===== src/rtl/bram_req_pkg.sv =====
// Shared types and sizing helpers for the single-port BRAM requester.
package bram_req_pkg;

    typedef enum logic [0:0] {
        StInit,
        StRun
    } state_e;

    // Credit counter must represent 0..depth inclusive.
    function automatic int unsigned credit_width(input int unsigned depth);
        return $clog2(depth + 1);
    endfunction

    function automatic int unsigned ptr_width(input int unsigned depth);
        return (depth > 1) ? $clog2(depth) : 1;
    endfunction

    function automatic int unsigned addr_width(input int unsigned depth);
        return (depth > 1) ? $clog2(depth) : 1;
    endfunction

endpackage


===== src/rtl/bram_rsp_fifo.sv =====
// Response FIFO for read data; depth need not be a power of two.
module bram_rsp_fifo
    import bram_req_pkg::*;
#(
    parameter int unsigned DATA_WIDTH = 32,
    parameter int unsigned RSP_DEPTH  = 3
) (
    input  logic                  clk_i,
    input  logic                  rst_ni,
    input  logic                  push_i,
    input  logic [DATA_WIDTH-1:0] push_data_i,
    input  logic                  pop_i,
    output logic                  full_o,
    output logic                  empty_o,
    output logic [DATA_WIDTH-1:0] head_o
);

    localparam int unsigned PW = ptr_width(RSP_DEPTH);
    localparam int unsigned CW = credit_width(RSP_DEPTH);
    localparam logic [PW-1:0] LastPtr = PW'(RSP_DEPTH - 1);
    localparam logic [CW-1:0] FullCnt = CW'(RSP_DEPTH);

    logic [DATA_WIDTH-1:0] mem_q [RSP_DEPTH];
    logic [PW-1:0]         wptr_q, wptr_d;
    logic [PW-1:0]         rptr_q, rptr_d;
    logic [CW-1:0]         cnt_q, cnt_d;
    logic                  do_push, do_pop;

    function automatic logic [PW-1:0] ptr_inc(input logic [PW-1:0] p);
        return (p == LastPtr) ? '0 : p + 1'b1;
    endfunction

    assign full_o  = (cnt_q == FullCnt);
    assign empty_o = (cnt_q == '0);
    assign head_o  = mem_q[rptr_q];

    assign do_push = push_i & ~full_o;
    assign do_pop  = pop_i & ~empty_o;

    always_comb begin
        wptr_d = wptr_q;
        rptr_d = rptr_q;
        cnt_d  = cnt_q;
        if (do_push) begin
            wptr_d = ptr_inc(wptr_q);
        end
        if (do_pop) begin
            rptr_d = ptr_inc(rptr_q);
        end
        case ({do_push, do_pop})
            2'b10:   cnt_d = cnt_q + CW'(1);
            2'b01:   cnt_d = cnt_q - CW'(1);
            default: cnt_d = cnt_q;
        endcase
    end

    always_ff @(posedge clk_i) begin
        if (!rst_ni) begin
            wptr_q <= '0;
            rptr_q <= '0;
            cnt_q  <= '0;
        end else begin
            wptr_q <= wptr_d;
            rptr_q <= rptr_d;
            cnt_q  <= cnt_d;
        end
    end

    // Storage needs no reset; occupancy alone defines validity.
    always_ff @(posedge clk_i) begin
        if (do_push) begin
            mem_q[wptr_q] <= push_data_i;
        end
    end

    always_ff @(posedge clk_i) begin
        if (rst_ni && push_i) begin
            assert (!full_o)
            else $error("bram_rsp_fifo: push into full FIFO");
        end
    end

endmodule


===== src/rtl/bram_sp_requester.sv =====
// Client-side controller for a byte-masked single-port BRAM: zero-fill after reset, then
// valid/ready reads and writes with credit-managed read responses.
// Define BRAM_REQ_WRITE_ACK_EN to make writes consume credit and return a zero response.
module bram_sp_requester
    import bram_req_pkg::*;
#(
    parameter  int unsigned DATA_WIDTH = 32,
    parameter  int unsigned BRAM_DEPTH = 128,
    parameter  int unsigned RSP_DEPTH  = 3,
    localparam int unsigned ADDR_WIDTH = addr_width(BRAM_DEPTH),
    localparam int unsigned MASK_WIDTH = DATA_WIDTH / 8
) (
    input  logic                  clk_i,
    input  logic                  rst_ni,
    input  logic                  req_valid_i,
    output logic                  req_ready_o,
    input  logic                  req_write_i,
    input  logic [ADDR_WIDTH-1:0] req_addr_i,
    input  logic [DATA_WIDTH-1:0] req_data_i,
    input  logic [MASK_WIDTH-1:0] req_mask_i,
    output logic                  rsp_valid_o,
    input  logic                  rsp_ready_i,
    output logic [DATA_WIDTH-1:0] rsp_data_o,
    output logic                  init_done_o,
    output logic                  bram_cmd_en_o,
    output logic                  bram_wr_en_o,
    output logic [ADDR_WIDTH-1:0] bram_addr_o,
    output logic [DATA_WIDTH-1:0] bram_data_o,
    output logic [MASK_WIDTH-1:0] bram_mask_o,
    input  logic [DATA_WIDTH-1:0] bram_data_i
);

    localparam int unsigned CW = credit_width(RSP_DEPTH);
    localparam logic [ADDR_WIDTH-1:0] LastAddr  = ADDR_WIDTH'(BRAM_DEPTH - 1);
    localparam logic [CW-1:0]         CreditMax = CW'(RSP_DEPTH);

    state_e                state_q, state_d;
    logic [ADDR_WIDTH-1:0] fill_q, fill_d;
    logic [CW-1:0]         credit_q, credit_d;
    logic                  pend_q, pend_d;
    logic                  has_credit;
    logic                  handshake;
    logic                  consume;
    logic                  fifo_pop;
    logic                  fifo_full;
    logic                  fifo_empty;
    logic [DATA_WIDTH-1:0] fifo_wdata;

    assign has_credit = (credit_q != '0);
    assign init_done_o = (state_q == StRun);

    // Ready is a function of registered state and req_write_i only.
    always_comb begin
        req_ready_o = 1'b0;
        if (rst_ni && state_q == StRun) begin
`ifdef BRAM_REQ_WRITE_ACK_EN
            req_ready_o = has_credit;
`else
            req_ready_o = req_write_i | has_credit;
`endif
        end
    end

    assign handshake = req_valid_i & req_ready_o;

`ifdef BRAM_REQ_WRITE_ACK_EN
    logic pend_wr_q;

    assign consume    = handshake;
    assign pend_d     = handshake;
    assign fifo_wdata = pend_wr_q ? '0 : bram_data_i;

    always_ff @(posedge clk_i) begin
        if (!rst_ni) begin
            pend_wr_q <= 1'b0;
        end else begin
            pend_wr_q <= handshake & req_write_i;
        end
    end
`else
    assign consume    = handshake & ~req_write_i;
    assign pend_d     = consume;
    assign fifo_wdata = bram_data_i;
`endif

    always_comb begin
        state_d       = state_q;
        fill_d        = fill_q;
        bram_cmd_en_o = 1'b0;
        bram_wr_en_o  = 1'b0;
        bram_addr_o   = '0;
        bram_data_o   = '0;
        bram_mask_o   = '0;
        case (state_q)
            StInit: begin
                bram_cmd_en_o = 1'b1;
                bram_wr_en_o  = 1'b1;
                bram_addr_o   = fill_q;
                bram_mask_o   = '1;
                if (fill_q == LastAddr) begin
                    state_d = StRun;
                end else begin
                    fill_d = fill_q + 1'b1;
                end
            end
            StRun: begin
                if (handshake) begin
                    bram_cmd_en_o = 1'b1;
                    bram_wr_en_o  = req_write_i;
                    bram_addr_o   = req_addr_i;
                    if (req_write_i) begin
                        bram_data_o = req_data_i;
                        bram_mask_o = req_mask_i;
                    end
                end
            end
            default: state_d = StInit;
        endcase
        // No command may reach the BRAM while reset is held.
        if (!rst_ni) begin
            bram_cmd_en_o = 1'b0;
        end
    end

    assign fifo_pop = rsp_valid_o & rsp_ready_i;

    always_comb begin
        credit_d = credit_q;
        if (consume && !fifo_pop) begin
            credit_d = credit_q - CW'(1);
        end else if (fifo_pop && !consume) begin
            credit_d = credit_q + CW'(1);
        end
    end

    always_ff @(posedge clk_i) begin
        if (!rst_ni) begin
            state_q  <= StInit;
            fill_q   <= '0;
            credit_q <= CreditMax;
            pend_q   <= 1'b0;
        end else begin
            state_q  <= state_d;
            fill_q   <= fill_d;
            credit_q <= credit_d;
            pend_q   <= pend_d;
        end
    end

    bram_rsp_fifo #(
        .DATA_WIDTH (DATA_WIDTH),
        .RSP_DEPTH  (RSP_DEPTH)
    ) u_rsp_fifo (
        .clk_i       (clk_i),
        .rst_ni      (rst_ni),
        .push_i      (pend_q),
        .push_data_i (fifo_wdata),
        .pop_i       (fifo_pop),
        .full_o      (fifo_full),
        .empty_o     (fifo_empty),
        .head_o      (rsp_data_o)
    );

    assign rsp_valid_o = ~fifo_empty;

    always_ff @(posedge clk_i) begin
        if (rst_ni) begin
            assert (credit_q <= CreditMax)
            else $error("bram_sp_requester: credit above RSP_DEPTH");
            assert (!(pend_q && fifo_full && !fifo_pop))
            else $error("bram_sp_requester: response with no FIFO space");
        end
    end

endmodule

===== config.mk =====
export PLATFORM = sky130hd
export DESIGN_NAME = bram_sp_requester
export DESIGN_NICKNAME = d
export VERILOG_FILES = /design/src/rtl/bram_req_pkg.sv /design/src/rtl/bram_rsp_fifo.sv /design/src/rtl/bram_sp_requester.sv
export SDC_FILE = /design/constraint.sdc
export NUM_CORES = 1
export LEC_CHECK = 0
export CORE_MARGIN = 2
export CORE_UTILIZATION = 47
export CTS_BUF_LIST = sky130_fd_sc_hd__clkbuf_8
export DETAILED_ROUTE_END_ITERATION = 12
export DONT_BUFFER_PORTS = 1
export SKIP_CTS_REPAIR_TIMING = 1
export SLEW_MARGIN = 20
export SYNTH_ARGS = -nofsm -noshare
export SYNTH_HDL_FRONTEND = slang
export SYNTH_SLANG_ARGS = --single-unit
export TNS_END_PERCENT = 1

===== constraint.sdc =====
create_clock -name clk_i -period 4.43 [get_ports clk_i]
set_clock_uncertainty 0.05 [all_clocks]
set_input_delay 1.1075 -clock clk_i [delete_from_list [all_inputs] [get_ports clk_i]]
set_output_delay 1.1075 -clock clk_i [all_outputs]
set_load 0.02 [all_outputs]

==> impl_results.md, run 1 <==
- GP Congestion: 0.7864
- Cell area after layout: 0.005324 sq mm
- Final Hold Viols: 0
- Place WS: 1.101 ns
- Synth Warn #: 0
- Hold WS: 0.4229 ns
- Crit start category: register
- MaxCap Viol Count: 0
- Setup TNS: 0 ns
- Placed cells: 473
- Top cell type's share of synthesized area: 0.6076
- Final wirelength: 8.962 mm
- Asr flop ratio synth: 0
- CP max stage delay: 0.83 ns
- Actual slew at the worst max-slew pin: 0.9944 ns
- Die Y: 104.5 microns
- Largest net degree at the start of global routing: 65
- Slew HR: 0.3363
- DP Area: 0.004897 sq mm
- Syn Area/Cell: 13.52 sq um
- Finished Layout Cells: 505
- RSZ-0062 raised after global routing: no
- Core region area: 0.009774 sq mm
- FF+latch count, synth: 115
- Endpoints failing setup: 0
- Ys flop type: edfxtp_1
- Worst Path Class, Setup: register to output port
- Commonest non-fill, non-tap cell in the layout: edfxtp_1
- Hpwl dp: 5.970 mm
- CTS tree: yes
- Clock slew at reported path FFs: 0.07 ns
- IO Count: 160
- Pre-antenna DRT Iters: 4
- CTS Root Cell: clkbuf_8
- Clock sinks: 115
- Final Cycle Share: 0.7806
- Routed Antenna Nets: 0
- Num CTS Buffers: 17
- Syn Std Cell Area: 0.004745 sq mm
- Layout cell share with drive strength beyond 1: 0.1290
- Congestion Overflow GR: 0
- Wirelength per Cell: 17.75 microns
- Clock Tree Buf Depth: 2
- Worst path required time: 3.27 ns
- Synth area leader: edfxtp_1
- Crit path cell chain: buf_4 -> mux2i_1 -> o21ai_0
- CP endpoint kind: output port
- CTS H-tree depth: 4
- Rows: 36
- Unique masters post-synth: 38
- Worst ir drop on vdd: 0.0001930 V
- FILL cells: 839
- Fmax: 289.2 MHz
- Post-Syn Instances: 351
- Synth Net Count: 434
- Global-route wire length before repair: 14.18 mm
- Core Util, Final: 0.5447
- CP max-delay cell: dfxtp_2
- Worst hold path type: register to register
- Die area: 0.01091 sq mm
- Area grow syn2layout: 12.21%
- PortBufs: 0
- Initial Util: 0.4854
- Initial antenna violation count: 0
- Run status: completed
- Critical path arrival: 2.30 ns
- Number of global-route vias before repair: 2726
- PwrDens: 415.4 mW/mm^2
- Detailed-route via count: 2738
- Crit-path leading delay family: flip-flops
- Minimum clock period: 3.458 ns
- GRT Total Usage: 0.1712
- Fin nets: 442
- EDFF count, synth: 96
- Synth area leaders: edfxtp_1 61%, dfxtp_1 8.0%, mux2i_1 7.4%
- 1st-iter DRT viols: 121
- Vias per cell: 5.422
- Post-synthesis sequential area ratio: 0.6878
- # diodes: 0
- Final Power: 2.211 mW
- Chip width: 104.5 microns
- Crit path max fanout: 22
- Commonest non-fill, non-tap cells in the layout: 96 x edfxtp_1, 48 x nand2_1, 35 x mux2i_1, 35 x o21ai_0, 35 x and2_1
- WP buf/inv: 1
- Post-route DRC: 0
- P_leak: 1.668 nW
- Slew Limit Fails: 0
- Worst-Skew Late Latency: 0.41 ns
- Setup ws final: 0.9721 ns
## registers in the layout, summed over array words and instances (netlist names), named ones only
signal / cells
u_rsp_fifo.rptr_q: 2
pend_q: 1
credit_q: 2
fill_q: 7
u_rsp_fifo.cnt_q: 2
u_rsp_fifo.mem_q: 96
u_rsp_fifo.wptr_q: 2
init_done_o: 1
## where the power goes
group	total [mW]	internal, mW	switching (mW)
Sequential	1.17	1.17	0.00349
Combinational	0.0139	0.00635	0.00753
Clock	1.02	0.608	0.415
Total	2.21	1.79	0.426
## worst register-to-register path: cells and delay by family (launching register included)
kind | cells | cell delay, ns
flops | 1 | 0.36
simple gates | 1 | 0.82
buf+inv | 1 | 0.41
compound gates | 1 | 0.30
## kinds of logic after synthesis
| group | Yosys count | synth area share |
|---|---|---|
| and+or+nand+nor | 116 | 0.1295 |
| DFF | 115 | 0.6878 |
| AOI/OAI and AO/OA | 55 | 0.07094 |
| muxes | 35 | 0.07384 |
| buffers and inverters | 23 | 0.02268 |
| xor gates and xnor gates | 4 | 0.007385 |
| adders and majority gates | 3 | 0.007912 |
## synth_stat cells (2+ instances only)
cell	instances
a21boi_1	3
a21oi_1	2
a22o_1	7
and2_1	35
buf_2	6
buf_4	3
clkbuf_1	8
clkbuf_2	2
dfxtp_1	19
edfxtp_1	96
ha_1	3
inv_1	4
mux2i_1	35
nand2_1	48
nand2b_1	4
nand3_1	4
nor2_1	3
nor2b_1	2
nor3_1	6
nor3b_1	3
o21a_1	3
o21ai_0	35
or3_1	3
xnor2_1	3
## per-layer routing
layer / track usage / wire (microns) / vias to the layer above / part of all wire
li1: - / - / 1293 / -
met1: 0.1825 / 3270 / 1309 / 0.36
met2: 0.2946 / 4750 / 125 / 0.53
met3: 0.07393 / 773 / 11 / 0.086
met4: 0.07432 / 168 / 0 / 0.019
met5: 0 / 0 / - / 0
## final timing paths
| kind | start | endpoint | slack [ns] | cells past startpoint |
|---|---|---|---|---|
| setup / recovery | register | rsp_data_o[15] | 0.97 | 3 |
| hold / removal | u_rsp_fifo.rptr_q[1] | register | 0.42 | 2 |
| setup reg to reg | u_rsp_fifo.cnt_q[0] | u_rsp_fifo.mem_q[1][22] | 2.17 | 3 |
| hold reg to reg | u_rsp_fifo.rptr_q[1] | register | 0.42 | 2 |
## area by class of cell
type / instances / area (sq um) / area share
inverter: 4 / 15.01 / 0.002820
sequential: 115 / 3268 / 0.6139
timing repair buffer: 8 / 60.06 / 0.01128
clock inverter: 15 / 190.2 / 0.03572
tap: 133 / 166.4 / 0.03126
multi-input combinational: 213 / 1390 / 0.2611
clock buffer: 17 / 234.0 / 0.04395
Power figures use the tool's default switching activity.
==> run 2, diff against run 1 <==
==> constraint.sdc (replaced) <==
create_clock -name clk_i -period 3.6 [get_ports clk_i]
set_clock_uncertainty 0.05 [all_clocks]
set_input_delay 0.9 -clock clk_i [delete_from_list [all_inputs] [get_ports clk_i]]
set_output_delay 0.9 -clock clk_i [all_outputs]
set_load 0.02 [all_outputs]
==> run 2 against run 1 <==
- routed wire length up 1.9%
- sequential power up 24%
- highest routed layer unchanged
- sequential share of layout area up 0.55 points
- critical path type unchanged
==> impl_results.md, run 2 (synthesis gave the netlist of run 1 again) <==
- Critical path arrival: 2.11 ns (-0.19 ns)
- Clock Tree Buf Depth: 2 (unchanged)
- Worst path required time: 2.65 ns (-0.62 ns)
- GP Congestion: 0.7667 (-2.5%)
- Commonest non-fill, non-tap cell in the layout: edfxtp_1
- Commonest non-fill, non-tap cells in the layout: 96 x edfxtp_1, 48 x nand2_1, 35 x mux2i_1, 35 x o21ai_0, 35 x and2_1
- RSZ-0062 raised after global routing: no
- IO Count: 160 (unchanged)
- FF-to-FF setup slack: 1.79 ns (-0.38 ns)
- Num CTS Buffers: 17 (unchanged)
- CP max stage delay: 0.78 ns (-0.05 ns)
- # diodes: 0 (unchanged)
- CP max-delay cell: and4_1
- Hpwl dp: 6.093 mm (+2.1%)
- Core region area: 0.009774 sq mm (unchanged)
- Crit start category: register
- Pre-antenna DRT Iters: 4 (unchanged)
- CTS H-tree depth: 4 (unchanged)
- Clock slew at reported path FFs: 0.07 ns (about the same)
- Final Hold Viols: 0 (unchanged)
- Worst Path Class, Setup: register to output port
- PwrDens: 490.0 mW/mm^2 (+18%)
- Max reg flops: 96 (unchanged)
- Worst-Skew Late Latency: 0.41 ns (about the same)
- Fmax: 327.3 MHz
- P_leak: 1.651 nW (-0.98%)
- Wirelength per Cell: 18.09 microns (+1.9%)
- Routed Antenna Nets: 0 (unchanged)
- Endpoints failing setup: 0 (unchanged)
- Minimum clock period: 3.056 ns
- CTS Root Cell: clkbuf_8
- Place WS: 0.6856 ns (-0.4151 ns)
- Top flop regs: u_rsp_fifo.mem_q x96, fill_q x7
- Actual slew at the worst max-slew pin: 0.8199 ns (-0.1745 ns)
- Largest net degree at the start of global routing: 42 (-35%)
- Initial antenna violation count: 0 (unchanged)
- Fin nets: 442 (unchanged)
- CTS tree: yes
- Final wirelength: 9.136 mm (+1.9%)
- Slew HR: 0.4476 (+0.1113)
- PortBufs: 0 (unchanged)
- Crit-path leading delay family: simple AND/OR/NAND/NOR gates
- Setup ws final: 0.5443 ns (-0.4278 ns)
- WP buf/inv: 0 (-1)
- CP endpoint kind: output port
- Number of global-route vias before repair: 2680 (-1.7%)
- MaxCap Viol Count: 0 (unchanged)
- Layout cell share with drive strength beyond 1: 0.1290 (unchanged)
- Initial Util: 0.4854 (unchanged)
- Detailed-route via count: 2692 (-1.7%)
- Worst ir drop on vdd: 0.0002076 V (+7.6%)
- Run status: completed
- Final Cycle Share: 0.8488
- Chip width: 104.5 microns (unchanged)
- Vias per cell: 5.331 (-1.7%)
- Rows: 36 (unchanged)
- Die area: 0.01091 sq mm (unchanged)
- Worst hold path type: register to register
- Congestion Overflow GR: 0 (unchanged)
- GRT Total Usage: 0.1721 (+0.0008819)
- Global-route wire length before repair: 13.95 mm (-1.6%)
- Setup TNS: 0 ns (unchanged)
- Slew Limit Fails: 0 (unchanged)
- Area grow syn2layout: 11.13%
- Crit path max fanout: 37 (+68%)
- Die Y: 104.5 microns (unchanged)
- Crit path cell chain: and4_1 -> and2_1
- Largest Register: u_rsp_fifo.mem_q
- Post-route DRC: 0 (unchanged)
- Clock sinks: 115 (unchanged)
- 1st-iter DRT viols: 135 (+12%)
[run 2: cell types whose count changed in the layout (fill, tap and decap cells not counted)]
| cell | delta |
|---|---|
| bufinv_16 | -2 |
| clkinv_2 | +2 |
| clkinvlp_4 | -1 |
| dfxtp_2 | +1 |
| dfxtp_4 | -1 |
| inv_6 | +1 |
[run 2: through the flow]
step	utilization	total power [mW]	instances	cell area, sq um	hold slack [ns]
after floorplan	-	1.493	351	4745	0.3962
after global placement	0.5010	1.493	473	4897	0.4016
after detailed placement	0.5010	1.494	473	4897	0.4117
after CTS	0.5394	2.610	505	5273	0.4225
after global routing	0.5394	2.672	505	5273	0.4522
final	0.5394	2.584	505	5273	0.4212
[run 2: worst register-to-register path, delay by kind of cell (launching register included)]
family | cells | cell delay [ns]
adder cells (fa/ha/maj) | 1 | 0.29
AND/OR/NAND/NOR | 4 | 0.86
flip-flops | 1 | 0.55
[run 2: routing by layer]
layer	track usage	vias up	share of wire
met4	0.06564	0	0.017
met2	0.3109	120	0.54
li1	-	1293	-
met3	0.07769	13	0.077
met5	0	-	0
met1	0.1719	1266	0.37
[run 2: layout make-up]
class	instances	area, sq um
Fill cell	824	4502
Tap cell	133	166.4
Timing Repair Buffer	8	60.06
Clock buffer	17	234.0
Clock inverter	15	141.4
Inverter	4	15.01
Multi-Input combinational cell	213	1390
Sequential cell	115	3266
[run 2: worst paths after layout]
check	start	endpoint	cells after the start
max reg2reg	init_done_o	credit_q[1]	5
min reg2reg	u_rsp_fifo.rptr_q[0]	register	2
max	init_done_o	bram_data_o[17]	2
min	u_rsp_fifo.rptr_q[0]	register	2
[run 2: power by group]
group	internal, mW	leakage [nW]	total, mW	switching, mW
registers	1.44	1.02	1.45	0.00512
logic	0.00795	0.444	0.0176	0.00964
clock network	0.607	0.191	1.12	0.511
total	2.06	1.65	2.58	0.526
==> run 3, diff against run 2 <==
==> constraint.sdc (replaced) <==
create_clock -name clk_i -period 2.7 [get_ports clk_i]
set_clock_uncertainty 0.05 [all_clocks]
set_input_delay 0.675 -clock clk_i [delete_from_list [all_inputs] [get_ports clk_i]]
set_output_delay 0.675 -clock clk_i [all_outputs]
set_load 0.02 [all_outputs]
==> run 3 against run 2 <==
- sequential cell count unchanged
- non-clock buffer count increased by 35
- cell area increased by 6.3%
- via count increased by 5.1%
- total power increased by 37%
- global-route usage increased by 0.25 points
- utilization increased by 3.4 points
- setup slack got worse by 0.34 ns
- routed wire length increased by 0.73%
- sequential share of layout area decreased by 3.7 points
- critical path type unchanged
- critical endpoint is now rsp_data_o[30]
==> impl_results.md, run 3 (synthesis gave the netlist of run 1 again) <==
- Sw Ratio: 0.1970 (-0.006620)
- RSZ-0062 raised after global routing: no
- Core region area: 0.009774 sq mm (unchanged)
- MaxCap Viol Count: 0 (unchanged)
- Initial antenna violation count: 0 (unchanged)
- Setup ws final: 0.2011 ns (-0.3432 ns)
- Placed cells: 508 (+7.4%)
- Worst path required time: 1.98 ns (-0.67 ns)
- Fin nets: 477 (+7.9%)
- Pint: 2.836 mW (+38%)
- Max reg flops: 96 (unchanged)
- Final Power: 3.531 mW (+37%)
- Initial Util: 0.4854 (unchanged)
- Largest net degree at the start of global routing: 38 (-9.5%)
- Minimum clock period: 2.499 ns
- Combinational share of power: 0.006 (about the same)
- Core Util, Final: 0.5732 (+0.03379)
- Hpwl dp: 6.290 mm (+3.2%)
- Crit start category: register
- Worst r2r src: init_done_o
- Layout cell share with drive strength beyond 1: 0.2020 (+0.07294)
- Finished Layout Cells: 539 (+6.7%)
- Chip width: 104.5 microns (unchanged)
- FILL cells: 813 (-1.3%)
- Worst Path Class, Setup: register to output port
- Crit path max fanout: 16 (-57%)
- Slew HR: 0.5663 (+0.1187)
- GRT Total Usage: 0.1746 (+0.002484)
- PwrDens: 630.3 mW/mm^2 (+29%)
- Clock Tree Buf Depth: 2 (unchanged)
- CTS tree: yes
- Area grow syn2layout: 18.09%
- Post-route DRC: 0 (unchanged)
- Worst hold path type: primary input to register
- Final Hold Viols: 0 (unchanged)
- Detailed-route via count: 2828 (+5.1%)
- Sequential share of power: 0.546 (-0.014)
- PortBufs: 0 (unchanged)
- Vias per cell: 5.247 (-1.6%)
- Clk pwr share: 0.447 (+0.014)
- Wirelength per Cell: 17.07 microns (-5.6%)
- CTS Root Cell: clkbuf_8
- Worst-Skew Late Latency: 0.42 ns (about the same)
- Die Y: 104.5 microns (unchanged)
- Die area: 0.01091 sq mm (unchanged)
- Congestion Overflow GR: 0 (unchanged)
- Rows: 36 (unchanged)
- GP Congestion: 0.8116 (+5.9%)
- Final wirelength: 9.203 mm (+0.73%)
- Slew Limit Fails: 0 (unchanged)
- Number of global-route vias before repair: 2740 (+2.2%)
- Num CTS Buffers: 17 (unchanged)
- Run status: completed
- P_leak: 1.837 nW (+11%)
- 1st-iter DRT viols: 69 (-49%)
- FF-to-FF setup slack: 0.97 ns (-0.82 ns)
- Hold Startpoint: rst_ni
- Place WS: 0.5224 ns (-0.1632 ns)
- Largest Register: u_rsp_fifo.mem_q
- Top flop regs: u_rsp_fifo.mem_q x96, fill_q x7
- Hold WS: 0.2783 ns (-0.1429 ns)
- Commonest non-fill, non-tap cell in the layout: edfxtp_1
- CP endpoint kind: output port
- Final Cycle Share: 0.9255
- IO Count: 160 (unchanged)
- Routed Antenna Nets: 0 (unchanged)
- Switching pwr: 0.6956 mW (+32%)
- Fmax: 400.2 MHz
- # diodes: 0 (unchanged)
- Commonest non-fill, non-tap cells in the layout: 96 x edfxtp_1, 48 x nand2_1, 40 x buf_4
- Clock slew at reported path FFs: 0.07 ns (about the same)
- Pre-antenna DRT Iters: 4 (unchanged)
- Actual slew at the worst max-slew pin: 0.6438 ns (-0.1762 ns)
- CTS H-tree depth: 4 (unchanged)
- Global-route wire length before repair: 14.13 mm (+1.3%)
- Worst ir drop on vdd: 0.0002556 V (+23%)
- Critical path arrival: 1.77 ns (-0.34 ns)
- Clock sinks: 115 (unchanged)
- Endpoints failing setup: 0 (unchanged)
==> run 3: cell types whose count changed in the layout (fill, tap and decap cells not counted), sizes merged <==
cell	previous run	this run
clkinv	7	6
bufinv	2	3
inv	7	6
buf	8	43
==> run 3: power by group through the flow <==
| stage | logic [mW] | clock network (mW) | registers (mW) |
|---|---|---|---|
| floorplan | 0.0266 | 0 | 1.96 |
| global placement | 0.0227 | 0 | 1.97 |
| detailed placement | 0.0230 | 0 | 1.97 |
| CTS | 0.0229 | 1.62 | 1.93 |
| global route | 0.0258 | 1.70 | 1.93 |
| finish | 0.0228 | 1.58 | 1.93 |
==> run 3: through the flow <==
step | cell area, sq um | setup TNS (ns)
floorplan | 4750 | -22.31
global placement | 5204 | 0
detailed placement | 5204 | 0
CTS | 5603 | 0
global route | 5603 | 0
finish | 5603 | 0
==> run 3: final cells by class <==
cell class | count | area (sq um) | area share
clock buffer | 17 | 234.0 | 0.04176
clock inverter | 14 | 165.2 | 0.02948
timing repair buffer | 43 | 360.3 | 0.06431
sequential | 115 | 3266 | 0.5828
tap | 133 | 166.4 | 0.02970
inverter | 4 | 15.01 | 0.002680
multi-input combinational | 213 | 1396 | 0.2492
==> run 3: worst paths after layout <==
| check | cells after the start | endpoint |
|---|---|---|
| worst min register to register | 2 | register |
| worst max-delay path | 4 | rsp_data_o[30] |
| worst min-delay path | 1 | credit_q[0] |
| worst max register to register | 5 | credit_q[1] |
==> run 3: critical path: stages, from the launching register on <==
cell and delay, ns:
dfxtp_2 0.60, buf_12 0.24, mux2i_1 0.21, o21ai_0 0.12, buf_4 0.18
==> run 3: per-layer routing <==
layer	up-vias	global-route usage	part of all wire
li1	1365	-	-
met5	-	0	0
met4	0	0.06371	0.012
met1	1336	0.1725	0.38
met2	118	0.3184	0.53
met3	9	0.07957	0.082
